**config.mk**
```make
export PLATFORM = sky130hd
export DESIGN_NAME = neuron_mac
export DESIGN_NICKNAME = d
export VERILOG_FILES = /design/src/rtl/nn_pkg.sv /design/src/rtl/mac_sat_add.sv /design/src/rtl/neuron_mac.sv
export SDC_FILE = /design/constraint.sdc
export NUM_CORES = 1
export LEC_CHECK = 0
export CAP_MARGIN = 10
export CORE_AREA = 2 2 77 79
export DETAILED_ROUTE_END_ITERATION = 12
export DIE_AREA = 0 0 79 81
export PLACE_DENSITY = 0.78
export SLEW_MARGIN = 20
export SYNTH_ARGS = -nofsm -noshare
export SYNTH_HDL_FRONTEND = slang
export SYNTH_HIERARCHICAL = 1
export SYNTH_SLANG_ARGS = --single-unit
```
**constraint.sdc**
```tcl
create_clock -name clk -period 14.12 [get_ports clk]
set_clock_uncertainty 0.05 [all_clocks]
set_input_delay 2.824 -clock clk [delete_from_list [all_inputs] [get_ports clk]]
set_output_delay 2.824 -clock clk [all_outputs]
set_load 0.005 [all_outputs]
```
**src/rtl/nn_pkg.sv**
```systemverilog
// Shared definitions for the neuron datapath.
// Holds the default widths that the MAC and the downstream aggregator must agree on,
// plus the state encoding of the neuron MAC controller.
package nn_pkg;

  localparam int unsigned NN_DATA_W = 4;   // signed activation width
  localparam int unsigned NN_WGT_W  = 4;   // signed weight width
  localparam int unsigned NN_ACC_W  = 12;  // accumulator / aggregator width

  localparam logic [1:0] ST_IDLE = 2'd0;
  localparam logic [1:0] ST_ACC  = 2'd1;
  localparam logic [1:0] ST_OUT  = 2'd2;

  typedef enum logic [1:0] {
    StIdle = ST_IDLE,
    StAcc  = ST_ACC,
    StOut  = ST_OUT
  } state_e;

endpackage

```
**src/rtl/mac_sat_add.sv**
```systemverilog
// Combinational multiply-accumulate step: acc_i + sign_extend(x_i * w_i).
// Optional macro NEURON_MAC_SAT_EN: when defined the result clamps to the signed
// ACC_W range; when undefined it wraps modulo 2^ACC_W.
// Ports:
//   acc_i  current signed accumulator
//   x_i    signed activation
//   w_i    signed weight
//   sum_o  updated signed accumulator value
module mac_sat_add #(
  parameter int unsigned DATA_W = 4,
  parameter int unsigned WGT_W  = 4,
  parameter int unsigned ACC_W  = 12
) (
  input  logic [ACC_W-1:0]  acc_i,
  input  logic [DATA_W-1:0] x_i,
  input  logic [WGT_W-1:0]  w_i,
  output logic [ACC_W-1:0]  sum_o
);

  localparam int unsigned PW = DATA_W + WGT_W;

  logic signed [PW-1:0]    prod;
  logic signed [ACC_W-1:0] prod_ext;
  logic        [ACC_W-1:0] raw_sum;

  // Full-width product always fits in PW bits, so the truncated product is exact.
  assign prod     = PW'($signed(x_i)) * PW'($signed(w_i));
  assign prod_ext = ACC_W'(prod);
  assign raw_sum  = acc_i + prod_ext;

`ifdef NEURON_MAC_SAT_EN
  localparam logic [ACC_W-1:0] SatMax = {1'b0, {(ACC_W-1){1'b1}}};
  localparam logic [ACC_W-1:0] SatMin = {1'b1, {(ACC_W-1){1'b0}}};

  logic ovf;
  // Overflow only when both operands share a sign and the result flips it.
  assign ovf = (acc_i[ACC_W-1] == prod_ext[ACC_W-1]) &&
               (raw_sum[ACC_W-1] != acc_i[ACC_W-1]);

  always_comb begin
    sum_o = raw_sum;
    if (ovf) begin
      sum_o = acc_i[ACC_W-1] ? SatMin : SatMax;
    end
  end
`else
  assign sum_o = raw_sum;
`endif

endmodule

```
**src/rtl/neuron_mac.sv**
```systemverilog
// One neuron pre-activation: bias + sum over N_IN of x_in * w_in, delivered through a
// valid/ready handshake. Synchronous active-low reset. Optional macro NEURON_MAC_SAT_EN
// selects saturating accumulation (see mac_sat_add).
// Ports:
//   clk, rst          clock, synchronous active-low reset
//   start, bias       begin a neuron in IDLE, bias sampled with start
//   in_valid, x_in, w_in  one term per cycle while accumulating
//   busy              high while accumulating or holding a result
//   out_valid, out_ready, mac_out  result handshake
module neuron_mac import nn_pkg::*; #(
  parameter int unsigned DATA_W = NN_DATA_W,
  parameter int unsigned WGT_W  = NN_WGT_W,
  parameter int unsigned ACC_W  = NN_ACC_W,
  parameter int unsigned N_IN   = 16,
  parameter int unsigned CNT_W  = 5
) (
  input  logic              clk,
  input  logic              rst,
  input  logic              start,
  input  logic [ACC_W-1:0]  bias,
  input  logic              in_valid,
  input  logic [DATA_W-1:0] x_in,
  input  logic [WGT_W-1:0]  w_in,
  output logic              busy,
  output logic              out_valid,
  input  logic              out_ready,
  output logic [ACC_W-1:0]  mac_out
);

  localparam logic [CNT_W-1:0] LastCnt = CNT_W'(N_IN - 1);

  state_e           state_q, state_d;
  logic [ACC_W-1:0] acc_q, acc_d;
  logic [ACC_W-1:0] mac_out_q, mac_out_d;
  logic [CNT_W-1:0] cnt_q, cnt_d;
  logic             out_valid_q, out_valid_d;
  logic             busy_q, busy_d;
  logic [ACC_W-1:0] sum;
  logic             last_term;

  mac_sat_add #(
    .DATA_W (DATA_W),
    .WGT_W  (WGT_W),
    .ACC_W  (ACC_W)
  ) u_add (
    .acc_i (acc_q),
    .x_i   (x_in),
    .w_i   (w_in),
    .sum_o (sum)
  );

  assign last_term = (state_q == StAcc) && in_valid && (cnt_q == LastCnt);

  // State and datapath registers
  always_ff @(posedge clk) begin
    if (!rst) begin
      state_q     <= StIdle;
      acc_q       <= '0;
      cnt_q       <= '0;
      mac_out_q   <= '0;
      out_valid_q <= 1'b0;
      busy_q      <= 1'b0;
    end else begin
      state_q     <= state_d;
      acc_q       <= acc_d;
      cnt_q       <= cnt_d;
      mac_out_q   <= mac_out_d;
      out_valid_q <= out_valid_d;
      busy_q      <= busy_d;
    end
  end

  // Next-state logic
  always_comb begin
    state_d = state_q;
    unique case (state_q)
      StIdle:  if (start)     state_d = StAcc;
      StAcc:   if (last_term) state_d = StOut;
      StOut:   if (out_ready) state_d = StIdle;
      default: state_d = StIdle;
    endcase
  end

  // Datapath and registered-output next values
  always_comb begin
    acc_d     = acc_q;
    cnt_d     = cnt_q;
    mac_out_d = mac_out_q;
    unique case (state_q)
      StIdle: begin
        if (start) begin
          acc_d = bias;
          cnt_d = '0;
        end
      end
      StAcc: begin
        if (in_valid) begin
          acc_d = sum;
          cnt_d = cnt_q + 1'b1;
        end
        if (last_term) begin
          mac_out_d = sum;
        end
      end
      default: ;
    endcase
    busy_d      = (state_d != StIdle);
    out_valid_d = (state_d == StOut);
  end

  assign busy      = busy_q;
  assign out_valid = out_valid_q;
  assign mac_out   = mac_out_q;

endmodule

```
Word level (Yosys, flattened, before mapping)
Cells that the tools add are included.

Bits in registers: 33. Latch bits: 0. Bits in writable memories: 0. Bits in read-only memories: 0. Input port bits: 25. Logic and storage cells: 32. Memories kept: 0.

Add/sub/neg operators: 2. Multipliers: 1. Divide/modulo/power cells: 0. Order comparisons: 0. Equal/unequal tests: 6. Shift-type cells: 0. Muxes and demuxes: 10. Bitwise logic cells: 0. Reductions and logical operators: 7.

Operators with widths (count): $mux W12 (2); $pmux W12 S2 (1); $add A12 B12 Y12 (1); $mux W5 (2); $pmux W5 S2 (1); $mul A4 B4 Y8 (1); $mux W2 (3); $pmux W2 S3 (1); $add A5 B1 Y5 const B (1); $eq A5 B4 Y1 const B (1); $eq A2 B2 Y1 const B (2); $ne A2 B2 Y1 const B (2); $reduce_bool A2 Y1 (2); $reduce_and A3 Y1 (1); $eq A2 B1 Y1 const B (1); $logic_and A1 B1 Y1 (2); $logic_not A2 Y1 (1); $reduce_and A2 Y1 (1).

Logic depth before layout (Yosys ltp)
Depth in word-level cells: 6. Depth in mapped cells: 19. Depth with buffers taken out: 19.

By module
The synthesis kept the hierarchy.

Modules (own cells, without submodules): neuron_mac (instances 1, cells each 150, area each 1398.8 µm², seq. area each 660.6 µm²); mac_sat_add (instances 1, cells each 116, area each 1037.2 µm², seq. area each 0.0 µm²).

Least setup slack after synthesis
No wires, ideal clock.

Path kind: input -> register. Start point: input x_in[0]. End point: register acc_q[10]. Arrival: 6.860 ns. Required time: 13.954 ns. Path slack: 7.093 ns. Stages: 18. Cell sequence: nand2b_1 -> fa_1 -> fa_1 -> fa_1 -> inv_1 -> ha_1 -> fa_1 -> a21o_1 -> a21oi_2 -> xnor2_2 -> ha_1 -> a21oi_1 -> o21a_1 -> o31a_1 -> nand3b_1 -> nand3_1 -> o32a_1 -> o211a_1.

Longest elaborated chain between the ends: 4.

Ends and longest elaborated chain: from (decl) (line neuron_mac.sv:22) `input logic [DATA_W-1:0] x_in,`; $mul A4 B4 Y8 (line mac_sat_add.sv:27) `assign prod = PW'($signed(x_i)) * PW'($signed(w_i));`; $add A12 B12 Y12 (line mac_sat_add.sv:29) `assign raw_sum = acc_i + prod_ext;`; named net sum[10] (line neuron_mac.sv:38) `logic [ACC_W-1:0] sum;`; $mux W12 (line neuron_mac.sv:97) `if (in_valid) begin`; $pmux W12 S2 (line neuron_mac.sv:89) `unique case (state_q)`; to (signal assigned) (line neuron_mac.sv:58) `acc_q <= '0;`; to (signal assigned) (line neuron_mac.sv:65) `acc_q <= acc_d;`; to (decl) (line neuron_mac.sv:33) `logic [ACC_W-1:0] acc_q, acc_d;`.

The timed path passes the listed nets, and every way through them passes these cells. The select of a mux whose other input is x is not followed. A chain may end at the register's enable or synchronous reset.

Final worst setup path
Same ends and word-level chain as after synthesis.

==> run_results.csv <==
group,metric,value,unit
sta,fin_crit_sh,0.5301,
finish,layout_common_cells,"clkdlybuf4s50_1 (38), dfxtp_1 (33), ha_1 (26), o21ai_0 (22), nand2_1 (21)",
synth,synth_top_area_share,0.2712,
synth,yosys_warnings,6,
critical_path,crit_type,"primary input to flip-flop",
clock_network,cts_setup_buffers,0,
routing,routedWlPerCell,12.89,um
sta,tns,0,ns
clock_network,cts_max_level,2,
power,ir_drop,0.05441,mV
sta,period_needed,7.485,ns
global_route,grt_pass1_wl,8148,um
synth,avgSynthCellArea,9.158,um2
critical_path,slowest_stage,"fa_1",
finish,antenna_cells,0,
routing,dr.pass1.iters,4,
routing,vias,2005,
routing,via_per_inst,5.361,
floorplan,core_area,5675,um2
clock_network,cts_hold_buf,0,
global_route,gr-usage-met1,0.2069,
sta,final-setup-viol-count,0,
synth,synth_edf_count,0,
sta,slew_violations,0,
sta,tightestPinTransition,0.8905,ns
global_route,antenna_found_initial,0,
clock_network,clock_path_buffers,2,
global_route,busiest_layer,"met2",
critical_path,cp_max_fo,6,
critical_path,arrival,7.61,ns
sta,finalHoldViolCount,0,
global_route,grt_pass1_vias,1813,
routing,drt_iter0_drc,151,
synth,syn_area,2436,um2
finish,num-fill-cells,543,
critical_path,required,14.25,ns
placement,dp.cells,366,
critical_path,cp_cell_sequence,"clkdlybuf4s50_1 > nand2b_1 > fa_1 > fa_1 > fa_1 > inv_1 > ha_1 > fa_1 > a21o_1 > a21oi_2 > xnor2_2 > ha_1 > a21oi_1 > o21a_1 > o31a_1 > nand3b_1 > nand3_1 > o32a_1 > o211a_1",
clock_network,cts_sinks,33,
floorplan,num_rows,28,
placement,dpl.hpwl,3707,um
global_route,grt.total_usage,0.1561,
floorplan,io_pins,39,
floorplan,die_w,79,um
clock_network,cts_resized,0,
clock_network,cts_tree,"yes",
synth,ys_types,43,
synth,synth_top_cell_by_area,"dfxtp_1",
power,p_per_area,124.6,nW/um2
sta,rsz0062_at_grt,"no",
placement,port_buffers,38,
global_route,grt_max_degree,41,
placement,gp_congestion,0.8516,
finish,fin_util,0.5174,
finish,final_area,2937,um2
synth,syn_inst,266,
finish,stdcell_count,374,
synth,synthFlopType,"dfxtp_1",
routing,ant_nets,0,
synth,yosysSeqAreaShare,0.2712,
global_route,grt_overflow_total,0,
critical_path,cpPeakStageDelay,0.56,ns
synth,synth-seq-cells,33,
floorplan,die_h,81,um
clock_network,cts_buffers,5,
critical_path,crit_top_cell,"fa_1",
finish,drive_gt1_frac,0.04013,
flow_run,drv_cap,0,
clock_network,clk_pin_slew,0.07,ns
placement,place_area,2854,um2
finish,syn2layout_area_growth,20.54,%
status,status,"complete, no violations",
finish,final_common_cell,"clkdlybuf4s50_1",
global_route,grt_use_met3,0.02000,
power,p_leak,1.303,nW
routing,finalWirelength,4822,um
finish,nNetsFinal,359,
synth,synth_area_leaders,"dfxtp_1 (27%), ha_1 (13%), fa_1 (8.2%)",
clock_network,clk_latency,0.28,ns
sta,slew_headroom,0.4032,
synth,async_flop_share,0,
floorplan,start_util,0.4292,
synth,synth_nets,327,
power,power.total,366.0,uW
sta,fmax,133.6,MHz
clock_network,clock_tree.root_cell,"clkbuf_8",
global_route,met2_usage,0.2619,
floorplan,dieArea,6399,um2
critical_path,end_kind,"flip-flop",
critical_path,critPathLaunchType,"primary input",
worst_hold_path,hold_path.class,"flip-flop to flip-flop",
routing,drc,0,
synth_stat cells (all sizes together), types with 2 or more instances:
cell type,instances
xnor2,11
nor3b,3
buf,8
nor2b,5
nand2b,2
ha,26
and2,10
a31oi,2
nor2,8
o211ai,2
clkbuf,6
or3,2
o21bai,3
xor2,4
a21oi,15
inv,11
o21ai,22
nand2,22
dfxtp,33
o21a,2
nand3,15
o32a,11
fa,10
a21o,4
nand3b,3
o211a,12
nand4b,3
per-stage QoR:
| stage | hold slack, ns | setup slack [ns] |
|---|---|---|
| finish | 0.4170 | 6.635 |
| global route | 0.4421 | 6.419 |
| CTS | 0.4239 | 6.635 |
| detailed placement | 0.4121 | 6.346 |
| global placement | 0.4042 | 6.524 |
| floorplan | 0.3948 | 7.093 |
worst max-delay path, delay by kind of cell:
family                   cells  cell delay (ns)
AO/OA/AOI/OAI                7             1.19
adder cells (fa/ha/maj)      6             2.50
buffers and inverters        2             0.47
AND/OR/NAND/NOR              3             0.43
XOR/XNOR                     1             0.20
logic make-up (layout without fill, tap and decap cells):
kind of cell               after synthesis  after routing  share of synthesized area
AOI/OAI and AO/OA                       80             80                     0.2347
xor gates and xnor gates                16             16                    0.06934
adders and majority gates               36             36                     0.2157
buffers and inverters                   25             58                    0.04314
DFF                                     33             33                     0.2712
muxes                                    1              1                   0.004109
and+or+nand+nor                         75             75                     0.1618
power breakdown:
part	switching [mW]	internal, mW	total, mW
logic	0.104	0.0896	0.194
registers	0.00510	0.0986	0.104
clock network	0.0343	0.0341	0.0685
final timing paths:
| kind | startpoint | endpoint | slack, ns | depth (start not counted) |
|---|---|---|---|---|
| worst min register to register | mac_out[6]$_SDFFE_PN0P_ | mac_out[6]$_SDFFE_PN0P_ | 0.42 | 2 |
| worst max register to register | state_q[0]$_SDFF_PN0_ | mac_out[7]$_SDFFE_PN0P_ | 11.70 | 3 |
| worst min-delay path | mac_out[6]$_SDFFE_PN0P_ | mac_out[6]$_SDFFE_PN0P_ | 0.42 | 2 |
| worst max-delay path | x_in[0] | acc_q[10]$_SDFFE_PN0P_ | 6.63 | 19 |
routing by layer:
layer  wire (um)  share of wire  up-vias
met3         174          0.036        6
met5           0              0        -
met1        2395           0.50      931
met2        2182           0.45       40
li1            -              -     1028
met4          70          0.015        0
sequential cells by signal, summed over array words and instances, names as in the netlist:
register and flops:
out_valid 1, mac_out 12, busy 1, cnt_q 5
state_q 2, acc_q 12
layout make-up:
type                            count  area, um2  area share
Clock buffer                        6      72.57     0.02471
Sequential cell                    33      660.6      0.2250
Inverter                           11      41.29     0.01406
Clock inverter                      2      10.01    0.003409
Tap cell                           75      93.84     0.03196
Multi-Input combinational cell    208       1670      0.5688
Timing Repair Buffer               39      387.9      0.1321
Power figures use the tool's default switching activity.
